--- src/rtl/systolic_feeder_if.sv ---
// Operand-load and edge-stream bundle between the register decode, the
// systolic feeder and the multiply array.
interface systolic_feeder_if #(
  parameter int MAX_DIM    = 4,
  parameter int DATA_WIDTH = 8,
  parameter int BUS_WIDTH  = 32,
  parameter int IDX_W      = $clog2(MAX_DIM)
);
  logic                          wr_en_i;
  logic                          wr_sel_i;
  logic [IDX_W-1:0]              wr_idx_i;
  logic [BUS_WIDTH-1:0]          wr_data_i;
  logic [IDX_W-1:0]              n_dim_i;
  logic [IDX_W-1:0]              k_dim_i;
  logic [IDX_W-1:0]              m_dim_i;
  logic                          start_i;
  logic [MAX_DIM*DATA_WIDTH-1:0] a_o;
  logic [MAX_DIM*DATA_WIDTH-1:0] b_o;
  logic                          valid_o;
  logic                          clr_acc_o;
  logic                          busy_o;
  logic                          done_o;
  logic                          load_err_o;

  modport master (
    output wr_en_i, wr_sel_i, wr_idx_i, wr_data_i,
    output n_dim_i, k_dim_i, m_dim_i, start_i,
    input  a_o, b_o, valid_o, clr_acc_o, busy_o, done_o, load_err_o
  );

  modport slave (
    input  wr_en_i, wr_sel_i, wr_idx_i, wr_data_i,
    input  n_dim_i, k_dim_i, m_dim_i, start_i,
    output a_o, b_o, valid_o, clr_acc_o, busy_o, done_o, load_err_o
  );
endinterface

--- src/rtl/systolic_feeder.sv ---
// Buffers A rows / B columns and streams them diagonally skewed into the
// west and north edges of an output-stationary systolic array.
module systolic_feeder #(
  parameter int MAX_DIM    = 4,
  parameter int DATA_WIDTH = 8,
  parameter int BUS_WIDTH  = 32,
  parameter int IDX_W      = $clog2(MAX_DIM)
) (
  input  logic               clk_i,
  input  logic               rst_i,
  systolic_feeder_if.slave   bus
);
  localparam int VEC_W = MAX_DIM * DATA_WIDTH;
  localparam int CW    = IDX_W + 2;
  localparam logic [CW-1:0] FEED_TAIL  = CW'(MAX_DIM - 1);
  localparam logic [CW-1:0] DRAIN_LAST = CW'(MAX_DIM - 2);
  localparam logic [CW-1:0] ONE        = CW'(1);

  typedef enum logic [1:0] {S_IDLE, S_FEED, S_DRAIN, S_DONE} state_t;

  state_t            state_q, state_d;
  logic [CW-1:0]     t_q, t_d;
  logic [IDX_W-1:0]  n_q, n_d, k_q, k_d, m_q, m_d;

  logic [DATA_WIDTH-1:0] a_buf_q [MAX_DIM][MAX_DIM];
  logic [DATA_WIDTH-1:0] a_buf_d [MAX_DIM][MAX_DIM];
  logic [DATA_WIDTH-1:0] b_buf_q [MAX_DIM][MAX_DIM];
  logic [DATA_WIDTH-1:0] b_buf_d [MAX_DIM][MAX_DIM];

  logic [VEC_W-1:0]  a_q, a_d, b_q, b_d;
  logic              valid_q, valid_d;
  logic              clr_q, clr_d;
  logic              busy_q, busy_d;
  logic              done_q, done_d;
  logic              load_err_q, load_err_d;

  logic              start_ok;
  logic              wr_ok;
  logic              idx_in_range;

  assign idx_in_range = (32'(bus.wr_idx_i) < MAX_DIM);

  // Dimensions are taken straight from the inputs on the start cycle so the
  // first FEED beat (registered at that same edge) is already masked.
  always_comb begin
    start_ok   = bus.start_i && (state_q == S_IDLE);
    wr_ok      = bus.wr_en_i && (state_q == S_IDLE) && !bus.start_i;
    state_d    = state_q;
    t_d        = t_q;
    n_d        = n_q;
    k_d        = k_q;
    m_d        = m_q;
    case (state_q)
      S_IDLE: begin
        if (bus.start_i) begin
          state_d = S_FEED;
          t_d     = '0;
          n_d     = bus.n_dim_i;
          k_d     = bus.k_dim_i;
          m_d     = bus.m_dim_i;
        end
      end
      S_FEED: begin
        if (t_q == ({2'b00, k_q} + FEED_TAIL)) begin
          state_d = S_DRAIN;
          t_d     = '0;
        end else begin
          t_d = t_q + ONE;
        end
      end
      S_DRAIN: begin
        if (t_q == DRAIN_LAST) begin
          state_d = S_DONE;
          t_d     = '0;
        end else begin
          t_d = t_q + ONE;
        end
      end
      S_DONE:  state_d = S_IDLE;
      default: state_d = S_IDLE;
    endcase
    valid_d    = (state_d == S_FEED) || (state_d == S_DRAIN);
    busy_d     = valid_d;
    clr_d      = start_ok;
    done_d     = (state_d == S_DONE);
    load_err_d = bus.wr_en_i && !wr_ok;
  end

  always_comb begin
    a_buf_d = a_buf_q;
    b_buf_d = b_buf_q;
    if (wr_ok && idx_in_range) begin
      for (int k = 0; k < MAX_DIM; k++) begin
        if (!bus.wr_sel_i)
          a_buf_d[bus.wr_idx_i][k] = bus.wr_data_i[k*DATA_WIDTH +: DATA_WIDTH];
        else
          b_buf_d[bus.wr_idx_i][k] = bus.wr_data_i[k*DATA_WIDTH +: DATA_WIDTH];
      end
    end
  end

  // Lane gi sees element (t - gi) of its row/column: this is the skew.
  for (genvar gi = 0; gi < MAX_DIM; gi++) begin : g_lane
    localparam logic [CW-1:0] LANE = CW'(gi);
    logic [CW-1:0]         off;
    logic                  in_win;
    logic [DATA_WIDTH-1:0] a_el;
    logic [DATA_WIDTH-1:0] b_el;

    always_comb begin
      off    = t_d - LANE;
      in_win = (state_d == S_FEED) && (t_d >= LANE) && (off <= {2'b00, k_d});
      a_el   = '0;
      b_el   = '0;
      if (in_win && (LANE <= {2'b00, n_d}))
        a_el = a_buf_q[gi][off[IDX_W-1:0]];
      if (in_win && (LANE <= {2'b00, m_d}))
        b_el = b_buf_q[gi][off[IDX_W-1:0]];
    end

    assign a_d[gi*DATA_WIDTH +: DATA_WIDTH] = a_el;
    assign b_d[gi*DATA_WIDTH +: DATA_WIDTH] = b_el;
  end

  if (BUS_WIDTH > VEC_W) begin : g_wide_bus
    logic unused_hi;
    assign unused_hi = ^bus.wr_data_i[BUS_WIDTH-1:VEC_W];
  end

  always_ff @(posedge clk_i) begin
    if (rst_i) begin
      state_q    <= S_IDLE;
      t_q        <= '0;
      n_q        <= '0;
      k_q        <= '0;
      m_q        <= '0;
      a_q        <= '0;
      b_q        <= '0;
      valid_q    <= 1'b0;
      clr_q      <= 1'b0;
      busy_q     <= 1'b0;
      done_q     <= 1'b0;
      load_err_q <= 1'b0;
      for (int r = 0; r < MAX_DIM; r++) begin
        for (int c = 0; c < MAX_DIM; c++) begin
          a_buf_q[r][c] <= '0;
          b_buf_q[r][c] <= '0;
        end
      end
    end else begin
      state_q    <= state_d;
      t_q        <= t_d;
      n_q        <= n_d;
      k_q        <= k_d;
      m_q        <= m_d;
      a_q        <= a_d;
      b_q        <= b_d;
      valid_q    <= valid_d;
      clr_q      <= clr_d;
      busy_q     <= busy_d;
      done_q     <= done_d;
      load_err_q <= load_err_d;
      a_buf_q    <= a_buf_d;
      b_buf_q    <= b_buf_d;
    end
  end

  assign bus.a_o        = a_q;
  assign bus.b_o        = b_q;
  assign bus.valid_o    = valid_q;
  assign bus.clr_acc_o  = clr_q;
  assign bus.busy_o     = busy_q;
  assign bus.done_o     = done_q;
  assign bus.load_err_o = load_err_q;
endmodule

--- src/flat_wrapper.sv ---
// flat-port wrapper written by rule: the top's interface ports become plain ports
module systolic_feeder_flat 
#(
  parameter int MAX_DIM    = 4,
  parameter int DATA_WIDTH = 8,
  parameter int BUS_WIDTH  = 32,
  parameter int IDX_W      = $clog2(MAX_DIM)
)
  (clk_i, rst_i, bus_wr_en_i, bus_wr_sel_i, bus_wr_idx_i, bus_wr_data_i, bus_n_dim_i, bus_k_dim_i, bus_m_dim_i, bus_start_i, bus_a_o, bus_b_o, bus_valid_o, bus_clr_acc_o, bus_busy_o, bus_done_o, bus_load_err_o);
  systolic_feeder_if #(.MAX_DIM(MAX_DIM), .DATA_WIDTH(DATA_WIDTH), .BUS_WIDTH(BUS_WIDTH), .IDX_W(IDX_W)) bus_i ();
  input  logic clk_i;
  input  logic rst_i;
  input wire logic [$bits(bus_i.wr_en_i)-1:0] bus_wr_en_i;
  input wire logic [$bits(bus_i.wr_sel_i)-1:0] bus_wr_sel_i;
  input wire logic [$bits(bus_i.wr_idx_i)-1:0] bus_wr_idx_i;
  input wire logic [$bits(bus_i.wr_data_i)-1:0] bus_wr_data_i;
  input wire logic [$bits(bus_i.n_dim_i)-1:0] bus_n_dim_i;
  input wire logic [$bits(bus_i.k_dim_i)-1:0] bus_k_dim_i;
  input wire logic [$bits(bus_i.m_dim_i)-1:0] bus_m_dim_i;
  input wire logic [$bits(bus_i.start_i)-1:0] bus_start_i;
  output wire logic [$bits(bus_i.a_o)-1:0] bus_a_o;
  output wire logic [$bits(bus_i.b_o)-1:0] bus_b_o;
  output wire logic [$bits(bus_i.valid_o)-1:0] bus_valid_o;
  output wire logic [$bits(bus_i.clr_acc_o)-1:0] bus_clr_acc_o;
  output wire logic [$bits(bus_i.busy_o)-1:0] bus_busy_o;
  output wire logic [$bits(bus_i.done_o)-1:0] bus_done_o;
  output wire logic [$bits(bus_i.load_err_o)-1:0] bus_load_err_o;
  assign bus_i.wr_en_i = bus_wr_en_i;
  assign bus_i.wr_sel_i = bus_wr_sel_i;
  assign bus_i.wr_idx_i = bus_wr_idx_i;
  assign bus_i.wr_data_i = bus_wr_data_i;
  assign bus_i.n_dim_i = bus_n_dim_i;
  assign bus_i.k_dim_i = bus_k_dim_i;
  assign bus_i.m_dim_i = bus_m_dim_i;
  assign bus_i.start_i = bus_start_i;
  assign bus_a_o = bus_i.a_o;
  assign bus_b_o = bus_i.b_o;
  assign bus_valid_o = bus_i.valid_o;
  assign bus_clr_acc_o = bus_i.clr_acc_o;
  assign bus_busy_o = bus_i.busy_o;
  assign bus_done_o = bus_i.done_o;
  assign bus_load_err_o = bus_i.load_err_o;
  systolic_feeder #(.MAX_DIM(MAX_DIM), .DATA_WIDTH(DATA_WIDTH), .BUS_WIDTH(BUS_WIDTH), .IDX_W(IDX_W)) u_core (.clk_i(clk_i), .rst_i(rst_i), .bus(bus_i));
endmodule
--- config.mk ---
export PLATFORM = sky130hd
export DESIGN_NAME = systolic_feeder_flat
export DESIGN_NICKNAME = d
export VERILOG_FILES = /design/src/rtl/systolic_feeder_if.sv /design/src/rtl/systolic_feeder.sv /design/src/flat_wrapper.sv
export SDC_FILE = /design/constraint.sdc
export NUM_CORES = 1
export LEC_CHECK = 0
export BUFFER_PORTS_ARGS = -buffer_cell sky130_fd_sc_hd__buf_2
export CAP_MARGIN = 10
export CORE_MARGIN = 1
export CORE_UTILIZATION = 60
export CTS_BUF_LIST = sky130_fd_sc_hd__clkbuf_8
export DETAILED_ROUTE_END_ITERATION = 7
export HOLD_SLACK_MARGIN = 0.05
export PLACE_DENSITY = 0.8
export SLEW_MARGIN = 10
export SYNTH_ARGS = -nofsm -noshare
export SYNTH_HDL_FRONTEND = slang
export SYNTH_SLANG_ARGS = --single-unit
--- constraint.sdc ---
create_clock -name clk_i -period 8.6 [get_ports clk_i]
set_input_delay 0.43 -clock clk_i [delete_from_list [all_inputs] [get_ports clk_i]]
set_output_delay 0.43 -clock clk_i [all_outputs]
set_load 0.01 [all_outputs]
# Yosys cells after proc, flatten, opt, wreduce, memory -nomap -nowiden
# Cells that the tools add are included.
[op_classes]
bitwise_logic = 12
eq_ne = 8
magnitude_cmp = 20
addsub = 5
mux = 68
reduce_logical = 30
[op_table]
columns = ["op", "n"]
rows = [
  ["two-way mux 128 bit", 14],
  ["bitwise mux 128 bit", 8],
  ["demux 32 bit (select 2 bit)", 4],
  ["two-way mux 8 bit", 17],
  ["binary-select mux 8 bit (select 2 bit)", 8],
  ["two-way mux 32 bit", 1],
  ["two-way mux 24 bit", 1],
  ["logical AND 1 bit", 19],
  ["two-way mux 2 bit", 9],
  ["<= comparator 4 x 2 -> 1 bit", 4],
  ["two-way mux 16 bit", 1],
  [">= comparator 3 bit, second input constant", 5],
  ["inverter 2 -> 3 bit", 5],
  ["OR reduction 2 bit", 7],
  ["two-way mux 4 bit", 3],
  ["case mux 4 bit (3 select lines)", 1],
  ["== test 2 bit, second input constant", 4],
  [">= comparator 4 x 1 -> 1 bit, second input constant", 2],
  [">= comparator 4 x 2 -> 1 bit, second input constant", 2],
  ["<= comparator 2 bit, first input constant", 4],
  ["case mux 2 bit (4 select lines)", 1],
  ["subtractor 4 x 2 -> 4 bit, second input constant", 2],
  ["inverter 1 bit", 7],
  ["adder 4 x 1 -> 4 bit, second input constant", 1],
  ["other kinds (10)", 13],
]
[word_totals]
wordCells = 192
regBits = 336
inputBits = 45
out_inout_bits = 69

# Longest topological paths before layout
# Gate-level depths: netlist of run 1.
[logic_depth]
depth_word = 16
depth_mapped = 19
ltp_nobuf = 15

# Least setup slack after synthesis of run 1
# Ideal clock, no wire load.
[synth_timing]
path_kind = "register to register"
startpoint = "reg u_core.k_q[0]"
endpoint = "reg u_core.a_q[10], in the netlist u_core.bus.a_o[10]"
setup_time_ps = 59
slack_ps = 4054
synth_period_minus_slack_ps = 4546
stages_incl_launch_ff = 20
required_time_ps = 8541
t_arrival_ps = 4487
n_path_buf = 4
cell_sequence = "dfxtp_1 inv_1 ha_1 xor2_1 a41o_1 a21oi_1 a21o_1 buf_2 clkbuf_1 ha_1 buf_2 inv_2 buf_1 ha_1 nor2b_1 o21ai_0 nand3_1 mux2_4 a211oi_4 and2_1"
[synth_via]
elab_chain_len = 10
elab_cells_between_ends = 21
cone_classes = "2 x add/sub; 2 x order compare; 2 x eq/ne; 9 x mux; 2 x bitwise; 4 x reduce/logical"
[synth_lines]
columns = ["element", "line", "text"]
rows = [
  ["from (decl)", "systolic_feeder.sv:23", "logic [IDX_W-1:0] n_q, n_d, k_q, k_d, m_q, m_d;"],
  ["from (signal assigned)", "systolic_feeder.sv:154", "k_q <= k_d;"],
  ["adder 2 x 2 -> 3 bit (*)", "systolic_feeder.sv:64", "if (t_q == ({2'b00, k_q} + FEED_TAIL)) begin"],
  ["== test 4 bit (*)", "systolic_feeder.sv:64", ""],
  ["two-way mux 4 bit (*)", "systolic_feeder.sv:64", ""],
  ["case mux 4 bit (3 select lines) (*)", "systolic_feeder.sv:53", "case (state_q)"],
  ["via u_core.g_lane[0].off[1]", "systolic_feeder.sv:105", "logic [CW-1:0] off;"],
  ["subtractor 4 x 1 -> 4 bit or >= comparator 4 x 1 -> 1 bit (tied branches)", "systolic_feeder.sv:111, systolic_feeder.sv:112", ""],
  ["<= comparator 4 x 2 -> 1 bit or logical AND 1 bit (tied branches)", "systolic_feeder.sv:112", "in_win = (state_d == S_FEED) && (t_d >= LANE) && (off <= {2'b00, k_d});"],
  ["logical AND 1 bit", "systolic_feeder.sv:112", ""],
  ["logical AND 1 bit", "systolic_feeder.sv:115", "if (in_win && (LANE <= {2'b00, n_d}))"],
  ["inverter 1 bit (no source line)", "--", ""],
  ["OR reduction 2 bit (no source line)", "--", ""],
  ["to (signal assigned)", "systolic_feeder.sv:137", "a_q <= '0;"],
  ["to (signal assigned)", "systolic_feeder.sv:156", "a_q <= a_d;"],
  ["to (decl)", "systolic_feeder.sv:30", "logic [VEC_W-1:0] a_q, a_d, b_q, b_d;"],
]
# The timed path passes the listed nets; every way through them passes the cells marked *. The select of a mux whose other input is x is not followed.
# A chain may end at the register's enable or synchronous reset.

# Final worst setup path of run 1
[layout_timing]
startpoint = "reg u_core.t_q[0]"
endpoint = "reg u_core.b_q[9], in the netlist u_core.bus.b_o[9]"
[layout_via]
elab_chain_len = 9
elab_cells_between_ends = 23
cone_classes = "2 x add/sub; 2 x order compare; 3 x eq/ne; 10 x mux; 2 x bitwise; 4 x reduce/logical"
[layout_lines]
columns = ["element", "line", "text"]
rows = [
  ["from (decl)", "systolic_feeder.sv:22", "logic [CW-1:0] t_q, t_d;"],
  ["from (signal assigned)", "systolic_feeder.sv:152", "t_q <= t_d;"],
  ["adder 4 x 1 -> 4 bit (tied with other cells)", "systolic_feeder.sv:68, systolic_feeder.sv:76", ""],
  ["two-way mux 4 bit (tied with other cells)", "systolic_feeder.sv:72", "if (t_q == DRAIN_LAST) begin"],
  ["case mux 4 bit (3 select lines) or case mux 2 bit (4 select lines) (tied branches)", "systolic_feeder.sv:53", ""],
  ["subtractor 4 x 1 -> 4 bit (tied with other cells)", "systolic_feeder.sv:111", "off = t_d - LANE;"],
  ["<= comparator 4 x 2 -> 1 bit or logical AND 1 bit (tied branches)", "systolic_feeder.sv:112", ""],
  ["logical AND 1 bit", "systolic_feeder.sv:112", ""],
  ["logical AND 1 bit", "systolic_feeder.sv:117", "if (in_win && (LANE <= {2'b00, m_d}))"],
  ["inverter 1 bit (no source line)", "--", ""],
  ["OR reduction 2 bit (no source line)", "--", ""],
  ["to (signal assigned)", "systolic_feeder.sv:138", "b_q <= '0;"],
  ["to (signal assigned)", "systolic_feeder.sv:157", "b_q <= b_d;"],
  ["to (decl)", "systolic_feeder.sv:30", ""],
]
# Several ways; a longest one is shown, not always the timed one. The select of a mux whose other input is x is not followed.

==> flow_metrics.env, run 1 <==
export IMPL_grt_pass1_vias=10405
export IMPL_p_seq_share_pct=48.7
export IMPL_hold_viol=0
export IMPL_fill_cells=1688
export IMPL_antenna_left=0
export IMPL_vias=11423
export IMPL_p_sw_share_pct=26.1
export IMPL_cpPeakStageDelay_ns=0.41
export IMPL_wl_met3_mm=3.48
export IMPL_m1WireLength_mm=14.6
export IMPL_synth_seq_area_share_pct=49.7
export IMPL_startpoint_type="flop"
export IMPL_die_h_um=152
export IMPL_p_sw_mw=0.851
export IMPL_most_common_layout_cells="nand2_1 (552), dfxtp_1 (336), a21oi_1 (261)"
export IMPL_remaining_drc_errors=9
export IMPL_io_buffers=113
export IMPL_top_layer_used="met4"
export IMPL_comb_power_share_pct=11.1
export IMPL_cp_arrival_ns=5.13
export IMPL_slew_headroom_pct=18.6
export IMPL_grt_overflow=0
export IMPL_drt_first_pass_iters=8
export IMPL_fin_skew_ns=0.0163
export IMPL_finalSetupViolCount=0
export IMPL_rsz0062_at_grt="no"
export IMPL_die_area_sq_um=23200
export IMPL_fin_util_pct=68.8
export IMPL_avgViaCountPerCell=5.84
export IMPL_start_util_pct=61.6
export IMPL_core_sq_um=22000
export IMPL_drt_iter0_drc=1113
export IMPL_crit_path_frequent_cell="ha_1"
export IMPL_clk_latency_ns=0.58
export IMPL_final_common_cell="nand2_1"
export IMPL_cts_resized_gates=0
export IMPL_placed_cell_area_sq_um=14000
export IMPL_yosysWarnings=0
export IMPL_synth_edff_count=0
export IMPL_wl_met2_mm=17.8
export IMPL_synthDistinctLibCells=53
export IMPL_syn_nets=1653
export IMPL_finalInstanceArea_sq_um=15100
export IMPL_grt_antenna_before_repair=0
export IMPL_hold_class="input pin to flop"
export IMPL_failed_checks="DRC"
export IMPL_die_width_um=152
export IMPL_max_vdd_ir_drop_uv=147
export IMPL_antennaDiodeCount=0
export IMPL_grt_pass1_wl_mm=57.3
export IMPL_cts_made_buffers=53
export IMPL_max_freq_ghz=0.217
export IMPL_grt_use_total_pct=31.8
export IMPL_grt_max_degree=104
export IMPL_power_density_nw_per_um2=216
export IMPL_cts_max_path_buffers=3
export IMPL_critPathKind="flop to flop"
export IMPL_clkSinkCount=336
export IMPL_power_leakage_nw=5.78
export IMPL_tritoncts="built"
export IMPL_dpl_hpwl_mm=22.3
export IMPL_status="finished, violations left"
export IMPL_drive_gt1_share_pct=15.2
export IMPL_syn_area_sq_um=13500
export IMPL_nets=1699
export IMPL_final_max_slew_viol_count=0
export IMPL_holdWs_ns=0.202
export IMPL_cp_cell_sequence="inv_1 -> ha_1 -> or3b_4 -> a21oi_1 -> a2bb2oi_4 -> buf_4 -> ha_1 -> buf_4 -> inv_2 -> ha_1 -> nor2b_1 -> o21ai_0 -> nand3_1 -> mux2_4 -> a211oi_4 -> and2_1"
export IMPL_hold_buffers=0
export IMPL_clock_tree_root_cell="clkbuf_8"
export IMPL_cts_htree_levels=2
export IMPL_area_delta_synth_final_pct=11.6
export IMPL_dp_cells=1858
export IMPL_clkTransAtPathRegs_ns=0.06
export IMPL_layout_cells_non_filler=1955
export IMPL_finalWeightedCongestion=0.845
export IMPL_setup_tns_ns=0
export IMPL_pin_count=114
export IMPL_wirelength_mm=37.6
export IMPL_slowest_stage="or3b_4"
export IMPL_min_period_over_period_pct=53.6
export IMPL_cp_max_fo=34
export IMPL_synth_seq_cells=336
export IMPL_ys_async_sr_fraction_pct=0
export IMPL_worstMarginPinSlew_ns=1.22
export IMPL_cap_violations=0
export IMPL_wl_per_cell_um=19.2
export IMPL_power_frac_clock_pct=40.2
export IMPL_avgSynthCellArea_sq_um=8.51
export IMPL_worst_setup_path_end_kind="flop"
export IMPL_post_cts_buffers=0
export IMPL_p_int_mw=2.40
export IMPL_row_count=54
export IMPL_period_needed_ns=4.61
export IMPL_cp_required_ns=9.12
export IMPL_synthFlopType="dfxtp_1"
export IMPL_syn_inst=1591
==> per-stage QoR <==
| stage | power (mW) | setup slack, ns |
|---|---|---|
| 2_1_floorplan | 1.88 | 4.05 |
| 6_report | 3.25 | 3.99 |
| 4_1_cts | 3.26 | 4.01 |
| 3_3_place_gp | 1.97 | 4.08 |
| 3_5_place_dp | 1.97 | 3.98 |
| 5_1_grt | 3.35 | 3.70 |
==> final timing paths <==
| kind | start | end | slack [ns] | depth (start not counted) |
|---|---|---|---|---|
| setup reg to reg | u_core.t_q[0] | u_core.bus.b_o[9] | 3.99 | 16 |
| hold reg to reg | u_core.a_buf_q[86] | u_core.a_buf_q[86] | 0.45 | 2 |
| hold / removal | bus_n_dim_i[0] | u_core.n_q[0] | 0.20 | 3 |
| setup / recovery | u_core.t_q[0] | u_core.bus.b_o[9] | 3.99 | 16 |
==> routing by layer <==
metal	vias to the layer above	track usage, %
li1	5365	-
met1	5418	41.4
met2	519	51.1
met3	121	5.80
met4	0	15.7
met5	-	0
==> synthesized netlist by cell type, types with 3 or more instances <==
cell type,count,area [sq um]
a21oi_1,261,1310
and2_1,18,113
and3_1,21,131
buf_1,3,11.3
buf_2,51,255
clkbuf_1,82,308
dfxtp_1,336,6730
ha_1,17,213
inv_1,9,33.8
mux2i_1,70,701
mux4_2,32,721
nand2_1,552,2070
nand2b_1,4,25.0
nand3_1,6,30.0
nand3b_1,7,52.6
nor2_1,18,67.6
nor2b_1,25,156
nor3_1,5,25.0
nor3b_1,4,30.0
nor4_1,4,25.0
o21ai_0,3,15.0
o21bai_1,3,22.5
o22ai_1,18,113
or2_2,3,18.8
xor2_1,3,26.3
==> kinds of logic after synthesis <==
family | Yosys count | synth area share, %
flops | 336 | 49.7
fa+ha+maj | 17 | 1.57
compound gates | 303 | 12.2
simple gates | 677 | 20.9
mux | 104 | 10.7
xor+xnor | 4 | 0.259
buf+inv | 150 | 4.69
==> registers in the layout, indices dropped and copies added, names as in the netlist, 2 cells and up <==
name / flops
u_core.bus.b_o: 32
u_core.k_q: 2
u_core.m_q: 2
u_core.a_buf_q: 128
u_core.bus.a_o: 32
u_core.state_q: 2
u_core.t_q: 4
u_core.n_q: 2
u_core.b_buf_q: 128
==> power by group through the flow <==
stage	logic [mW]	registers [mW]	clock network, mW
after floorplan	0.261	1.62	0
after global placement	0.349	1.62	0
after detailed placement	0.353	1.62	0
after CTS	0.354	1.58	1.32
after global routing	0.382	1.59	1.39
final	0.360	1.59	1.31
==> critical path, delay by kind of cell (launching register included) <==
family | cells | cell delay, ns
AOI/OAI and AO/OA | 4 | 0.97
adders and majority gates | 3 | 0.91
buffers and inverters | 4 | 1.14
DFF | 1 | 0.37
muxes | 1 | 0.32
and+or+nand+nor | 4 | 0.84
==> final cells by class <==
class / instances / area (sq um) / area share, %
multi-input combinational: 1105 / 6220 / 41.2
timing repair buffer: 129 / 724 / 4.80
inverter: 12 / 45.0 / 0.298
clock buffer: 68 / 936 / 6.20
tap: 280 / 350 / 2.32
sequential: 336 / 6730 / 44.5
clock inverter: 25 / 104 / 0.688
Note: power is estimated with default switching activity, not from simulation.
==> run 2, diff against run 1 <==
--- a/config.mk
+++ b/config.mk
@@ -8,11 +8,11 @@
 export BUFFER_PORTS_ARGS = -buffer_cell sky130_fd_sc_hd__buf_2
 export CAP_MARGIN = 10
 export CORE_MARGIN = 1
-export CORE_UTILIZATION = 60
+export CORE_UTILIZATION = 56
 export CTS_BUF_LIST = sky130_fd_sc_hd__clkbuf_8
 export DETAILED_ROUTE_END_ITERATION = 7
 export HOLD_SLACK_MARGIN = 0.05
-export PLACE_DENSITY = 0.8
+export PLACE_DENSITY = 0.78
 export SLEW_MARGIN = 10
 export SYNTH_ARGS = -nofsm -noshare
 export SYNTH_HDL_FRONTEND = slang
==> constraint.sdc (replaced) <==
create_clock -name clk_i -period 4 [get_ports clk_i]
set_input_delay 0.2 -clock clk_i [delete_from_list [all_inputs] [get_ports clk_i]]
set_output_delay 0.2 -clock clk_i [all_outputs]
set_load 0.01 [all_outputs]
==> run 2 against run 1 <==
Effect of this change: the flow now finishes without violations; register-to-register slack worse by 3.7 ns; via count is 1.6% higher; global-route usage is 0.97 points lower; critical endpoint is now u_core.bus.a_o[31]; largest cell class unchanged.
==> flow_metrics.env, run 2 (synthesis gave the netlist of run 1 again) <==
export IMPL_drt_iter0_drc=1242
export IMPL_cpPeakStageDelay_ns=0.36
export IMPL_remaining_drc_errors=0
export IMPL_dp_cells=1907
export IMPL_layout_cells_non_filler=2038
export IMPL_grt_use_total_pct=30.8
export IMPL_tritoncts="built"
export IMPL_cp_required_ns=4.51
export IMPL_hold_class="input pin to flop"
export IMPL_die_area_sq_um=24800
export IMPL_clkTransAtPathRegs_ns=0.07
export IMPL_core_sq_um=23600
export IMPL_clkSinkCount=336
export IMPL_io_buffers=113
export IMPL_antenna_left=0
export IMPL_power_frac_clock_pct=41.2
export IMPL_grt_max_degree=105
export IMPL_final_max_slew_viol_count=0
export IMPL_rsz0062_at_grt="no"
export IMPL_power_mw=7.19
export IMPL_drive_gt1_share_pct=15.5
export IMPL_nets=1745
export IMPL_drt_first_pass_iters=5
export IMPL_p_sw_share_pct=26.2
export IMPL_cts_htree_levels=2
export IMPL_final_common_cell="nand2_1"
export IMPL_start_util_pct=57.3
export IMPL_startpoint_type="flop"
export IMPL_vias=11602
export IMPL_grt_pass1_vias=10703
export IMPL_cp_cell_sequence="inv_1 -> ha_1 -> xor2_1 -> a41o_1 -> a21oi_1 -> a21o_1 -> ha_1 -> ha_1 -> nor2b_1 -> o21ai_0 -> nand3b_1 -> nor4_1 -> a21oi_1 -> buf_4 -> nor2b_1"
export IMPL_row_count=56
export IMPL_min_period_over_period_pct=91.7
export IMPL_most_common_layout_cells="nand2_1 (552), dfxtp_1 (336), a21oi_1 (260)"
export IMPL_slowest_stage="dfxtp_1"
export IMPL_critPathKind="flop to flop"
export IMPL_cts_made_buffers=54
export IMPL_grt_antenna_before_repair=1
export IMPL_die_h_um=157
export IMPL_crit_path_frequent_cell="ha_1"
export IMPL_clock_tree_root_cell="clkbuf_8"
export IMPL_fin_skew_ns=0.0254
export IMPL_cts_max_path_buffers=3
export IMPL_reg_largest_list="u_core.a_buf_q: 128 flops, u_core.b_buf_q: 128 flops"
export IMPL_wl_per_cell_um=18.8
export IMPL_max_freq_ghz=0.273
export IMPL_p_seq_share_pct=47.4
export IMPL_setup_tns_ns=0
export IMPL_grt_overflow=0
export IMPL_period_needed_ns=3.67
export IMPL_area_delta_synth_final_pct=15.4
export IMPL_cap_violations=0
export IMPL_grt_pass1_wl_mm=58.0
export IMPL_slew_headroom_pct=20.7
export IMPL_cp_max_fo=8
export IMPL_comb_power_share_pct=11.4
export IMPL_fill_cells=1902
export IMPL_max_vdd_ir_drop_uv=268
export IMPL_avgViaCountPerCell=5.69
export IMPL_power_leakage_nw=5.97
export IMPL_p_sw_mw=1.88
export IMPL_wirelength_mm=38.4
export IMPL_clk_latency_ns=0.60
export IMPL_pin_count=114
export IMPL_cp_arrival_ns=4.18
export IMPL_status="completed"
export IMPL_finalWeightedCongestion=0.852
export IMPL_die_width_um=157
export IMPL_fin_util_pct=66.1
export IMPL_p_int_mw=5.31
export IMPL_power_density_nw_per_um2=460
export IMPL_dpl_hpwl_mm=22.2
export IMPL_worstMarginPinSlew_ns=1.19
export IMPL_hold_viol=0
export IMPL_worst_setup_path_end_kind="flop"
export IMPL_finalSetupViolCount=0
-- run 2: cell types whose count changed in the layout (fill, tap and decap cells not counted), sizes merged --
cell,delta
buf,+8
bufinv,+1
clkbuf,+2
clkinv,-2
diode,+1
dlygate4sd3,+37
inv,-3
-- run 2: final timing paths --
path	slack, ns	cells after the start	endpoint	start
worst max-delay path	0.33	15	u_core.bus.a_o[31]	u_core.k_q[0]
worst min-delay path	0.13	4	u_core.bus.load_err_o	bus_start_i
worst max register to register	0.33	15	u_core.bus.a_o[31]	u_core.k_q[0]
worst min register to register	0.45	2	u_core.a_buf_q[23]	u_core.a_buf_q[23]
-- run 2: per-stage QoR --
stage          setup WS [ns]  hold WS, ns  instance area, sq um
3_5_place_dp           0.300        0.445                 14100
5_1_grt               0.0567        0.122                 15600
2_1_floorplan         0.0320        0.284                 13500
4_1_cts                0.288       0.0895                 15600
3_3_place_gp           0.440        0.439                 14100
6_report               0.332        0.126                 15600
-- run 2: timing repair --
action	in CTS	in global routing
endpoints found under the setup margin	0	1
endpoints found under the hold margin	235	0
hold buffers	37	0
setup buffers	0	0
resized for setup	0	1
-- run 2: per-layer routing --
metal  part of all wire, %  up-vias  routed length (um)  global-route usage [%]
met5                     0        -                   0                       0
met4                   5.0        0                1910                    17.3
met3                   7.7      146                2950                    6.80
met2                    47      519               18000                    48.6
met1                    41     5475               15600                    39.1
li1                      -     5462                   -                       -
-- run 2: layout make-up --
type	count	area, sq um	area share (%)
inverter	12	45.0	0.288
antenna	1	2.50	0.0160
tap	319	399	2.56
multi-input combinational	1105	6220	39.8
clock buffer	70	963	6.17
clock inverter	21	118	0.753
timing repair buffer	174	1140	7.30
sequential	336	6730	43.1
-- run 2: power by group through the flow --
stage,combinational (mW),sequential (mW),clock (mW)
3_5_place_dp,0.775,3.48,0
3_3_place_gp,0.764,3.48,0
6_report,0.821,3.41,2.96
2_1_floorplan,0.567,3.48,0
5_1_grt,0.865,3.41,3.13
4_1_cts,0.805,3.41,2.97
-- run 2: worst max-delay path: cells and delay by family (launching register included) --
kind                     cells  cell delay (ns)
AO/OA/AOI/OAI                5             1.11
flip-flops                   1             0.36
buffers and inverters        2             0.26
adder cells (fa/ha/maj)      3             0.93
XOR/XNOR                     1             0.17
AND/OR/NAND/NOR              4             0.76
